## src/rtl/rsa2048_ctrl_pkg.sv

```systemverilog
// Shared definitions for the RSA-2048 AHB-Lite controller.
// Contents: register byte offsets, CTRL/STATUS bit positions, the
// sequencing state enum and the AHB HTRANS/HSIZE encodings.
package rsa2048_ctrl_pkg;

  // Register byte offsets; only HADDR[4:2] is decoded.
  localparam logic [4:0] REG_CTRL   = 5'h00;
  localparam logic [4:0] REG_STATUS = 5'h04;
  localparam logic [4:0] REG_DATA   = 5'h10;

  // CTRL bits
  localparam int CTRL_ARM = 0;
  localparam int CTRL_IE  = 1;

  // STATUS bits
  localparam int ST_DONE    = 0;
  localparam int ST_BUSY    = 1;
  localparam int ST_LOAD    = 2;
  localparam int ST_ERR     = 3;
  localparam int ST_CNT_LSB = 8;

  // AHB encodings
  localparam logic [1:0] HTRANS_IDLE   = 2'b00;
  localparam logic [1:0] HTRANS_NONSEQ = 2'b10;
  localparam logic [1:0] HTRANS_SEQ    = 2'b11;
  localparam logic [2:0] HSIZE_BYTE    = 3'b000;
  localparam logic [2:0] HSIZE_WORD    = 3'b010;

  typedef enum logic [2:0] {
    S_IDLE   = 3'd0,
    S_LOAD   = 3'd1,
    S_RUN    = 3'd2,
    S_DONE   = 3'd3,
    S_UNLOAD = 3'd4
  } state_t;

endpackage

```

## src/rtl/rsa2048_ahb_slv_if.sv

```systemverilog
// AHB-Lite address-phase capture for the RSA-2048 controller.
// Registers offset/write/size when a NONSEQ or SEQ transfer is selected
// while HREADYIN is high, and decodes the data-phase strobes.
// Ports:
//   HCLK, HRESETn                 clock, async active-low reset
//   HSEL, HREADYIN, HADDR, HTRANS, HWRITE, HSIZE   AHB address phase
//   wr_ctrl   data phase is a CTRL write
//   rd_ctrl   data phase is a CTRL read
//   rd_status data phase is a STATUS read
//   wr_data   data phase is a DATA write
//   rd_data   data phase is a DATA read
//   size_ok   captured HSIZE is a 32-bit word
module rsa2048_ahb_slv_if
  import rsa2048_ctrl_pkg::*;
(
  input  logic        HCLK,
  input  logic        HRESETn,
  input  logic        HSEL,
  input  logic        HREADYIN,
  input  logic [31:0] HADDR,
  input  logic [1:0]  HTRANS,
  input  logic        HWRITE,
  input  logic [2:0]  HSIZE,
  output logic        wr_ctrl,
  output logic        rd_ctrl,
  output logic        rd_status,
  output logic        wr_data,
  output logic        rd_data,
  output logic        size_ok
);

  logic       dp_valid;
  logic [2:0] dp_off;
  logic       dp_write;
  logic [2:0] dp_size;
  logic [4:0] dp_byte;
  logic       sig_unused;

  // HREADYIN low means the current data phase is still stalled, so the
  // pending address phase must not be taken yet.
  always_ff @(posedge HCLK or negedge HRESETn) begin
    if (!HRESETn) begin
      dp_valid <= 1'b0;
      dp_off   <= '0;
      dp_write <= 1'b0;
      dp_size  <= '0;
    end else if (HREADYIN) begin
      dp_valid <= HSEL & HTRANS[1];
      dp_off   <= HADDR[4:2];
      dp_write <= HWRITE;
      dp_size  <= HSIZE;
    end
  end

  assign dp_byte    = {dp_off, 2'b00};
  assign wr_ctrl    = dp_valid &  dp_write & (dp_byte == REG_CTRL);
  assign rd_ctrl    = dp_valid & ~dp_write & (dp_byte == REG_CTRL);
  assign rd_status  = dp_valid & ~dp_write & (dp_byte == REG_STATUS);
  assign wr_data    = dp_valid &  dp_write & (dp_byte == REG_DATA);
  assign rd_data    = dp_valid & ~dp_write & (dp_byte == REG_DATA);
  assign size_ok    = (dp_size == HSIZE_WORD);
  assign sig_unused = ^{HADDR[31:5], HADDR[1:0], HTRANS[0]};

endmodule

```

## src/rtl/rsa2048_ahb_ctrl.sv

```systemverilog
// AHB-Lite slave sequencing one RSA-2048 modular-exponentiation core:
// arm, stream WORDS operand words in, start, wait for done, stream WORDS
// result words out.
// Handshake: an operand word moves on a cycle with x_wvalid & x_wready;
// a result word moves on a cycle with r_rvalid & r_rready. Each bus data
// phase completes on the cycle HREADYOUT is high, which for DATA is
// exactly the core handshake cycle, so each word is counted once.
// Ports: AHB-Lite slave (HCLK..HRESP), IRQ (level), operand stream
// (x_*), core_start/core_abort pulses, core_done, result stream (r_*),
// dbg_state (current sequencing state).
module rsa2048_ahb_ctrl
  import rsa2048_ctrl_pkg::*;
#(
  parameter int WORDS = 64
) (
  input  logic        HCLK,
  input  logic        HRESETn,
  input  logic        HSEL,
  input  logic        HREADYIN,
  input  logic [31:0] HADDR,
  input  logic [1:0]  HTRANS,
  input  logic        HWRITE,
  input  logic [2:0]  HSIZE,
  input  logic [31:0] HWDATA,
  output logic [31:0] HRDATA,
  output logic        HREADYOUT,
  output logic [1:0]  HRESP,
  output logic        IRQ,
  output logic        x_wvalid,
  output logic [31:0] x_wdata,
  input  logic        x_wready,
  output logic        core_start,
  output logic        core_abort,
  input  logic        core_done,
  input  logic        r_rvalid,
  input  logic [31:0] r_rdata,
  output logic        r_rready,
  output logic [2:0]  dbg_state
);

  localparam logic [6:0] LAST_IDX = 7'(WORDS - 1);

  state_t      state;
  logic [6:0]  count;
  logic        ie;
  logic        err;

  logic        wr_ctrl, rd_ctrl, rd_status, wr_data, rd_data, size_ok;
  logic        done_st, wr_ok, rd_ok, data_bad, arm, wr_xfer, rd_xfer;
  logic [31:0] status_word;

  rsa2048_ahb_slv_if u_slv_if (
    .HCLK      (HCLK),
    .HRESETn   (HRESETn),
    .HSEL      (HSEL),
    .HREADYIN  (HREADYIN),
    .HADDR     (HADDR),
    .HTRANS    (HTRANS),
    .HWRITE    (HWRITE),
    .HSIZE     (HSIZE),
    .wr_ctrl   (wr_ctrl),
    .rd_ctrl   (rd_ctrl),
    .rd_status (rd_status),
    .wr_data   (wr_data),
    .rd_data   (rd_data),
    .size_ok   (size_ok)
  );

  assign done_st  = (state == S_DONE) || (state == S_UNLOAD);
  // Legal DATA accesses; anything else on DATA only raises ERR and
  // completes zero-wait.
  assign wr_ok    = wr_data & size_ok & (state == S_LOAD);
  assign rd_ok    = rd_data & size_ok & done_st;
  assign data_bad = (wr_data | rd_data) & ~(wr_ok | rd_ok);
  assign arm      = wr_ctrl & HWDATA[CTRL_ARM];
  assign wr_xfer  = wr_ok & x_wready;
  assign rd_xfer  = rd_ok & r_rvalid;

  assign status_word = {17'b0, count, 4'b0, err, (state == S_LOAD),
                        (state == S_RUN), done_st};

  assign x_wvalid  = wr_ok;
  assign x_wdata   = wr_ok ? HWDATA : 32'h0;
  assign r_rready  = rd_xfer;
  assign HREADYOUT = wr_ok ? x_wready : (rd_ok ? r_rvalid : 1'b1);
  assign HRESP     = 2'b00;
  assign IRQ       = done_st & ie;
  assign dbg_state = state;

  always_comb begin
    HRDATA = 32'h0;
    if (rd_ok)          HRDATA = r_rdata;
    else if (rd_ctrl)   HRDATA = {30'b0, ie, 1'b0};
    else if (rd_status) HRDATA = status_word;
  end

  always_ff @(posedge HCLK or negedge HRESETn) begin
    if (!HRESETn) begin
      state      <= S_IDLE;
      count      <= '0;
      ie         <= 1'b0;
      err        <= 1'b0;
      core_start <= 1'b0;
      core_abort <= 1'b0;
    end else begin
      core_start <= 1'b0;
      core_abort <= 1'b0;
      if (wr_ctrl)  ie  <= HWDATA[CTRL_IE];
      if (data_bad) err <= 1'b1;
      // ARM wins over everything, including a core_done in the same cycle.
      if (arm) begin
        count      <= '0;
        err        <= 1'b0;
        state      <= S_LOAD;
        core_abort <= (state == S_RUN);
      end else begin
        case (state)
          S_LOAD: begin
            if (wr_xfer) begin
              if (count == LAST_IDX) begin
                count      <= '0;
                core_start <= 1'b1;
                state      <= S_RUN;
              end else begin
                count <= count + 7'd1;
              end
            end
          end
          S_RUN: begin
            if (core_done) state <= S_DONE;
          end
          S_DONE, S_UNLOAD: begin
            if (rd_xfer) begin
              if (count == LAST_IDX) begin
                count <= '0;
                state <= S_IDLE;
              end else begin
                count <= count + 7'd1;
                state <= S_UNLOAD;
              end
            end
          end
          default: ;
        endcase
      end
    end
  end

endmodule

```

## config.mk

```make
export PLATFORM = sky130hd
export DESIGN_NAME = rsa2048_ahb_ctrl
export DESIGN_NICKNAME = d
export VERILOG_FILES = /design/src/rtl/rsa2048_ctrl_pkg.sv /design/src/rtl/rsa2048_ahb_slv_if.sv /design/src/rtl/rsa2048_ahb_ctrl.sv
export SDC_FILE = /design/constraint.sdc
export NUM_CORES = 1
export LEC_CHECK = 0
export CAP_MARGIN = 20
export CORE_UTILIZATION = 28
export DETAILED_ROUTE_END_ITERATION = 10
export PLACE_DENSITY = 0.89
export SLEW_MARGIN = 20
export SYNTH_ARGS = -nofsm -noshare
export SYNTH_HDL_FRONTEND = slang
export SYNTH_HIERARCHICAL = 1
export SYNTH_SLANG_ARGS = --single-unit
export TNS_END_PERCENT = 1
```

## constraint.sdc

```tcl
create_clock -name HCLK -period 2.3 [get_ports HCLK]
set_input_delay 0.46 -clock HCLK [delete_from_list [all_inputs] [get_ports HCLK]]
set_output_delay 0.46 -clock HCLK [all_outputs]
set_load 0.03 [all_outputs]
```

**After elaboration in Yosys (flattened, before gate mapping)**

Index checks and enable logic that the tools add are counted.

- Equality and inequality tests: 12
- Add/sub/neg operators: 1
- Mux-type cells: 25
- Bitwise operators: 21
- Reductions and logical operators: 8

Operator list:

| kind | number |
|---|---|
| 2-to-1 mux 32 bit | 2 |
| 2-to-1 mux 15 bit | 2 |
| 2-to-1 mux 7 bit | 4 |
| 2-to-1 mux 3 bit | 6 |
| bitwise AND 1 bit | 17 |
| one-hot mux 7 bit (2 select lines) | 1 |
| == test 3 x 2 -> 1 bit, second input constant | 3 |
| 2-to-1 mux 1 bit | 9 |
| inequality test 3 bit, second input constant | 3 |
| one-hot mux 3 bit (3 select lines) | 1 |
| adder 7 x 1 -> 7 bit, second input constant | 1 |
| == test 7 x 6 -> 1 bit, second input constant | 1 |
| == test 3 x 1 -> 1 bit, second input constant | 2 |
| == test 3 bit, second input constant | 2 |
| logical NOT 5 bit | 1 |
| AND reduction 5 bit | 1 |
| nonzero test 4 bit | 1 |
| inequality test 3 x 2 -> 1 bit, second input constant | 1 |
| AND reduction 3 bit | 1 |
| nonzero test 3 bit | 1 |
| inverter 1 bit | 2 |
| bitwise OR 1 bit | 2 |
| nonzero test 2 bit | 1 |
| OR reduction 2 bit | 1 |
| logical OR 1 bit | 1 |

- Word-level logic and storage cells: 77
- Bits in registers: 22

**Logic depth before layout (Yosys ltp)**

- Word-level depth: 10
- Mapped depth: 8
- Depth with buffers taken out: 7

**Modules after synthesis**

The synthesis kept the hierarchy.

Modules (own cells, without submodules):

| module | times used | seq. area each (um^2) | cells an instance | area each (um^2) |
|---|---|---|---|---|
| rsa2048_ahb_ctrl | 1 | 350.3 | 182 | 1,318.8 |
| rsa2048_ahb_slv_if | 1 | 200.2 | 27 | 367.9 |

**Worst setup path after synthesis**

No wires, ideal clock.

- Kind: register -> output
- Start point: register u_slv_if.dp_write
- End point: output port HRDATA[10]
- Data required time: 1.840 ns
- Data arrival time: 2.115 ns
- Buffers on the path: 1
- Setup slack: -0.275 ns
- Stages on the path, launching flop included: 7
- Path through: dfrtp_1 -> or3b_1 -> nor3b_2 -> nor2b_1 -> clkbuf_1 -> nand2_1 -> o21ai_0

- Word-level cells in the longest chain between the ends: 6
- Elaborated cells between the ends (all ways): 10
- Those cells by class: mux: 3; bitwise: 7

Ends and longest elaborated chain:

| item | RTL line | RTL |
|---|---|---|
| start, declared | rsa2048_ahb_slv_if.sv:34 | `logic dp_write;` |
| start signal, assigned | rsa2048_ahb_slv_if.sv:45 | `dp_write <= 1'b0;` |
| start signal, assigned | rsa2048_ahb_slv_if.sv:50 | `dp_write <= HWRITE;` |
| inverter 1 bit | rsa2048_ahb_slv_if.sv:58 | `assign rd_status = dp_valid & ~dp_write & (dp_byte == REG_STATUS);` |
| bitwise AND 1 bit (2 in series) | rsa2048_ahb_slv_if.sv:58 |  |
| via rd_status | rsa2048_ahb_ctrl.sv:48 | `logic wr_ctrl, rd_ctrl, rd_status, wr_data, rd_data, size_ok;` |
| 2-to-1 mux 15 bit | rsa2048_ahb_ctrl.sv:94 | `else if (rd_status) HRDATA = status_word;` |
| 2-to-1 mux 15 bit | rsa2048_ahb_ctrl.sv:93 | `else if (rd_ctrl) HRDATA = {30'b0, ie, 1'b0};` |
| 2-to-1 mux 32 bit | rsa2048_ahb_ctrl.sv:92 | `if (rd_ok) HRDATA = r_rdata;` |
| end, declared | rsa2048_ahb_ctrl.sv:25 | `output logic [31:0] HRDATA,` |

The timed path passes the listed nets, and every way through them passes these cells.

**Final worst setup path**

- Start point: register u_slv_if.dp_off[2]
- End point: output port HRDATA[1]

- Word-level cells in the longest chain between the ends: 5
- Elaborated cells between the ends (all ways): 11
- Those cells by class: eq/ne: 2; mux: 3; bitwise: 5; reduce/logical: 1

Ends and longest elaborated chain:

| item | RTL line | RTL |
|---|---|---|
| start, declared | rsa2048_ahb_slv_if.sv:33 | `logic [2:0] dp_off;` |
| start signal, assigned | rsa2048_ahb_slv_if.sv:49 | `dp_off <= HADDR[4:2];` |
| == test 3 x 1 -> 1 bit | rsa2048_ahb_slv_if.sv:58 |  |
| bitwise AND 1 bit | rsa2048_ahb_slv_if.sv:58 |  |
| via rd_status | rsa2048_ahb_ctrl.sv:48 |  |
| 2-to-1 mux 15 bit | rsa2048_ahb_ctrl.sv:94 |  |
| 2-to-1 mux 15 bit | rsa2048_ahb_ctrl.sv:93 |  |
| 2-to-1 mux 32 bit | rsa2048_ahb_ctrl.sv:92 |  |

The timed path passes the listed nets, and every way through them passes these cells.

==> flow_metrics.env <==
export IMPL_status="finished with violations"
export IMPL_violations="setup timing"
export IMPL_portBuffers=151
export IMPL_pre_cts_ws_ns=0.0937
export IMPL_dpl_cell_count=428
export IMPL_crit_type="reg2out"
export IMPL_wl_per_cell_um=15.2
export IMPL_postSynthCellCount=209
export IMPL_cp_required_ns=1.84
export IMPL_cts_root_buf="clkbuf_8"
export IMPL_skew_ns=0.00110
export IMPL_gr_usage_met2_pct=38.5
export IMPL_slew_violations=0
export IMPL_final_net_count=474
export IMPL_antennaDiodeCount=0
export IMPL_tritoncts="built"
export IMPL_finalPower_mw=1.34
export IMPL_die_w_um=79.6
export IMPL_peakVddDrop_uv=701
export IMPL_grt_ovfl_total=0
export IMPL_ant_nets=0
export IMPL_dieArea_sq_mm=0.00634
export IMPL_clkTransAtPathRegs_ns=0.08
export IMPL_htreeDepth=1
export IMPL_synth_warnings=6
export IMPL_cts_buffers=3
export IMPL_area_growth_pct=98.5
export IMPL_multi_input_area_sq_mm=0.00109
export IMPL_seq_area_frac_synth_pct=32.6
export IMPL_syn_area_sq_mm=0.00169
export IMPL_post_dp_hpwl_um=5160
export IMPL_crit_chain="or3b_4 > nor3b_2 > nor2b_4 > buf_6 > a22oi_2 > o21ai_2 > buf_12"
export IMPL_cp_end_kind="primary output"
export IMPL_final_seq_area_sq_um=551
export IMPL_power_leakage_nw=1.48
export IMPL_drc_errors=0
export IMPL_fin_cells=434
export IMPL_grt_antenna_before_repair=0
export IMPL_critPathTopFamily="simple AND/OR/NAND/NOR gates"
export IMPL_grtUsageMet1_pct=24.5
export IMPL_vias=2081
export IMPL_gp_congestion=0.878
export IMPL_period_needed_ns=2.45
export IMPL_start_util_pct=29.9
export IMPL_max_clock_path_buffers=2
export IMPL_clk_latency_ns=0.26
export IMPL_power_density_mw_per_mm2=400
export IMPL_max_freq_ghz=0.408
export IMPL_grt_busiest_layer="met2"
export IMPL_hold_violations=0
export IMPL_grt_max_degree=42
export IMPL_drt_iter0_drc=44
export IMPL_yosysUniqueCellTypes=40
export IMPL_drive_gt1_share_pct=29.8
export IMPL_synth_area_leaders="dfrtp_1 33%, and2_1 20%, mux2_2 5.3%"
export IMPL_cp_start_kind="flip-flop"
export IMPL_synth_top_area_cell="dfrtp_1"
export IMPL_clock_sinks=22
export IMPL_core_area_sq_mm=0.00564
export IMPL_worst_slew_pin_slew_ns=0.559
export IMPL_routed_via_density=4.79
export IMPL_slew_headroom_pct=62.4
export IMPL_timing_final_ws_setup_ns=-0.154
export IMPL_postPlaceCellArea_sq_mm=0.00324
export IMPL_finalCritPeriodShare_pct=107
export IMPL_critPathBufInv=2
export IMPL_path_max_fanout=6
export IMPL_rows=27
export IMPL_die_h_um=79.6
export IMPL_slowest_stage="or3b_4"
export IMPL_pin_count=184
export IMPL_drv_cap=0
export IMPL_postLayoutCellArea_sq_mm=0.00335
export IMPL_use_met3_pct=3.09
export IMPL_track_usage_pct=20.5
export IMPL_grt_pass1_vias=1993
export IMPL_nFillCells=489
export IMPL_grt_first_pass_wirelength_um=10200
export IMPL_setup_violations=38
export IMPL_rsz0062_at_grt="yes"
export IMPL_drt_first_pass_iters=4
export IMPL_wirelength_um=6590
export IMPL_cpPeakStageDelay_ns=0.42
export IMPL_crit_arrival_ns=1.99
export IMPL_postSynthAreaPerCell_sq_um=8.07
export IMPL_synth_seq_cells=22
export IMPL_yosys_area_top_type_share_pct=32.6
export IMPL_hold_class="reg2reg"
Yosys cell counts, drive strengths merged:
master,instances
or3,4
inv,5
a22o,1
and2,54
clkbuf,9
mux2,8
a21oi,9
and4b,2
nand2b,1
dfrtp,22
nand3,8
ha,1
o311a,1
mux2i,1
nand2,23
a2bb2oi,1
and4,1
a22oi,2
nor3,5
o21a,1
conb,1
nor2,11
and3,2
nor4b,1
o21bai,1
nand4,1
o21ai,14
o221ai,1
nor3b,4
buf,5
o41ai,1
or3b,2
o22ai,1
nor2b,4
o211ai,1
kinds of logic after synthesis:
family                     synth area share [%]
and+or+nand+nor                            42.1
AOI/OAI and AO/OA                          12.7
DFF                                        32.6
buffers and inverters                      5.64
muxes                                      5.93
adders and majority gates                 0.742
other                                     0.222
flip-flops by register name, summed over array words and instances, names as in the netlist:
register / cells
ie: 1
u_slv_if/dp_off: 3
u_slv_if/dp_size: 3
count: 7
core_abort: 1
err: 1
u_slv_if/dp_valid: 1
core_start: 1
dbg_state: 3
u_slv_if/dp_write: 1
per-stage QoR:
stage          setup TNS [ns]  utilization (%)  hold WS, ns
4_1_cts                 -2.63             58.9        0.497
2_1_floorplan           -2.02                -        0.164
3_5_place_dp                0             57.4        0.481
6_report                -3.01             59.3        0.493
3_3_place_gp                0             57.4        0.478
5_1_grt                 -8.99             59.3        0.532
cell usage in the layout, fill, tap and decap left out, types with 2 or more instances in the layout:
cell type	n
a21oi_2	2
nor3_1	4
clkbuf_8	3
dfrtp_1	22
nor3b_2	3
mux2_2	8
inv_1	5
conb_1	2
buf_6	2
o21ai_0	5
buf_12	9
or3_1	4
clkdlybuf4s50_1	83
nor2_1	10
a22oi_2	2
and2_1	54
buf_4	68
a21oi_1	7
nor2b_1	3
o21ai_1	8
and4b_2	2
nand2_1	23
nand3_1	8
final cells by class:
| class | instances | area share, % |
|---|---|---|
| Clock buffer | 3 | 1.23 |
| Timing Repair Buffer | 163 | 46.4 |
| Sequential cell | 22 | 16.4 |
| Multi-Input combinational cell | 169 | 32.7 |
| Tap cell | 72 | 2.69 |
| Inverter | 5 | 0.561 |
worst reg2reg max path, delay by kind of cell (launching register included):
kind            cells  cell delay [ns]
compound gates      2             0.29
buf+inv             2             0.32
flops               1             0.40
simple gates        3             0.92
report_power, final:
group	switching [mW]	internal, mW
registers	0.0484	0.442
logic	0.287	0.323
clock network	0.122	0.117
final timing paths:
check / start / to / slack, ns / cells past startpoint
max in group asynchronous: HRESETn / u_slv_if/dp_valid / 1.53 / 2
max reg2reg: dbg_state[1] / count[4] / 0.30 / 7
min reg2reg: err / err / 0.49 / 1
min in group asynchronous: HRESETn / count[4] / 0.54 / 2
min: err / err / 0.49 / 1
max: u_slv_if/dp_off[2] / HRDATA[1] / -0.15 / 7
timing repair:
item,in CTS,in global routing
endpoints found under the setup margin,39,66
setup buffers,0,2
pin swaps,1,3
cloned,1,0
hold buffers,0,0
resized for setup,12,3
routing by layer:
layer	up-vias	part of all wire (%)
met5	-	0
met4	0	1.0
met3	9	7.5
met2	88	52
met1	975	39
li1	1009	-
(Power assumes the default switching activity.)
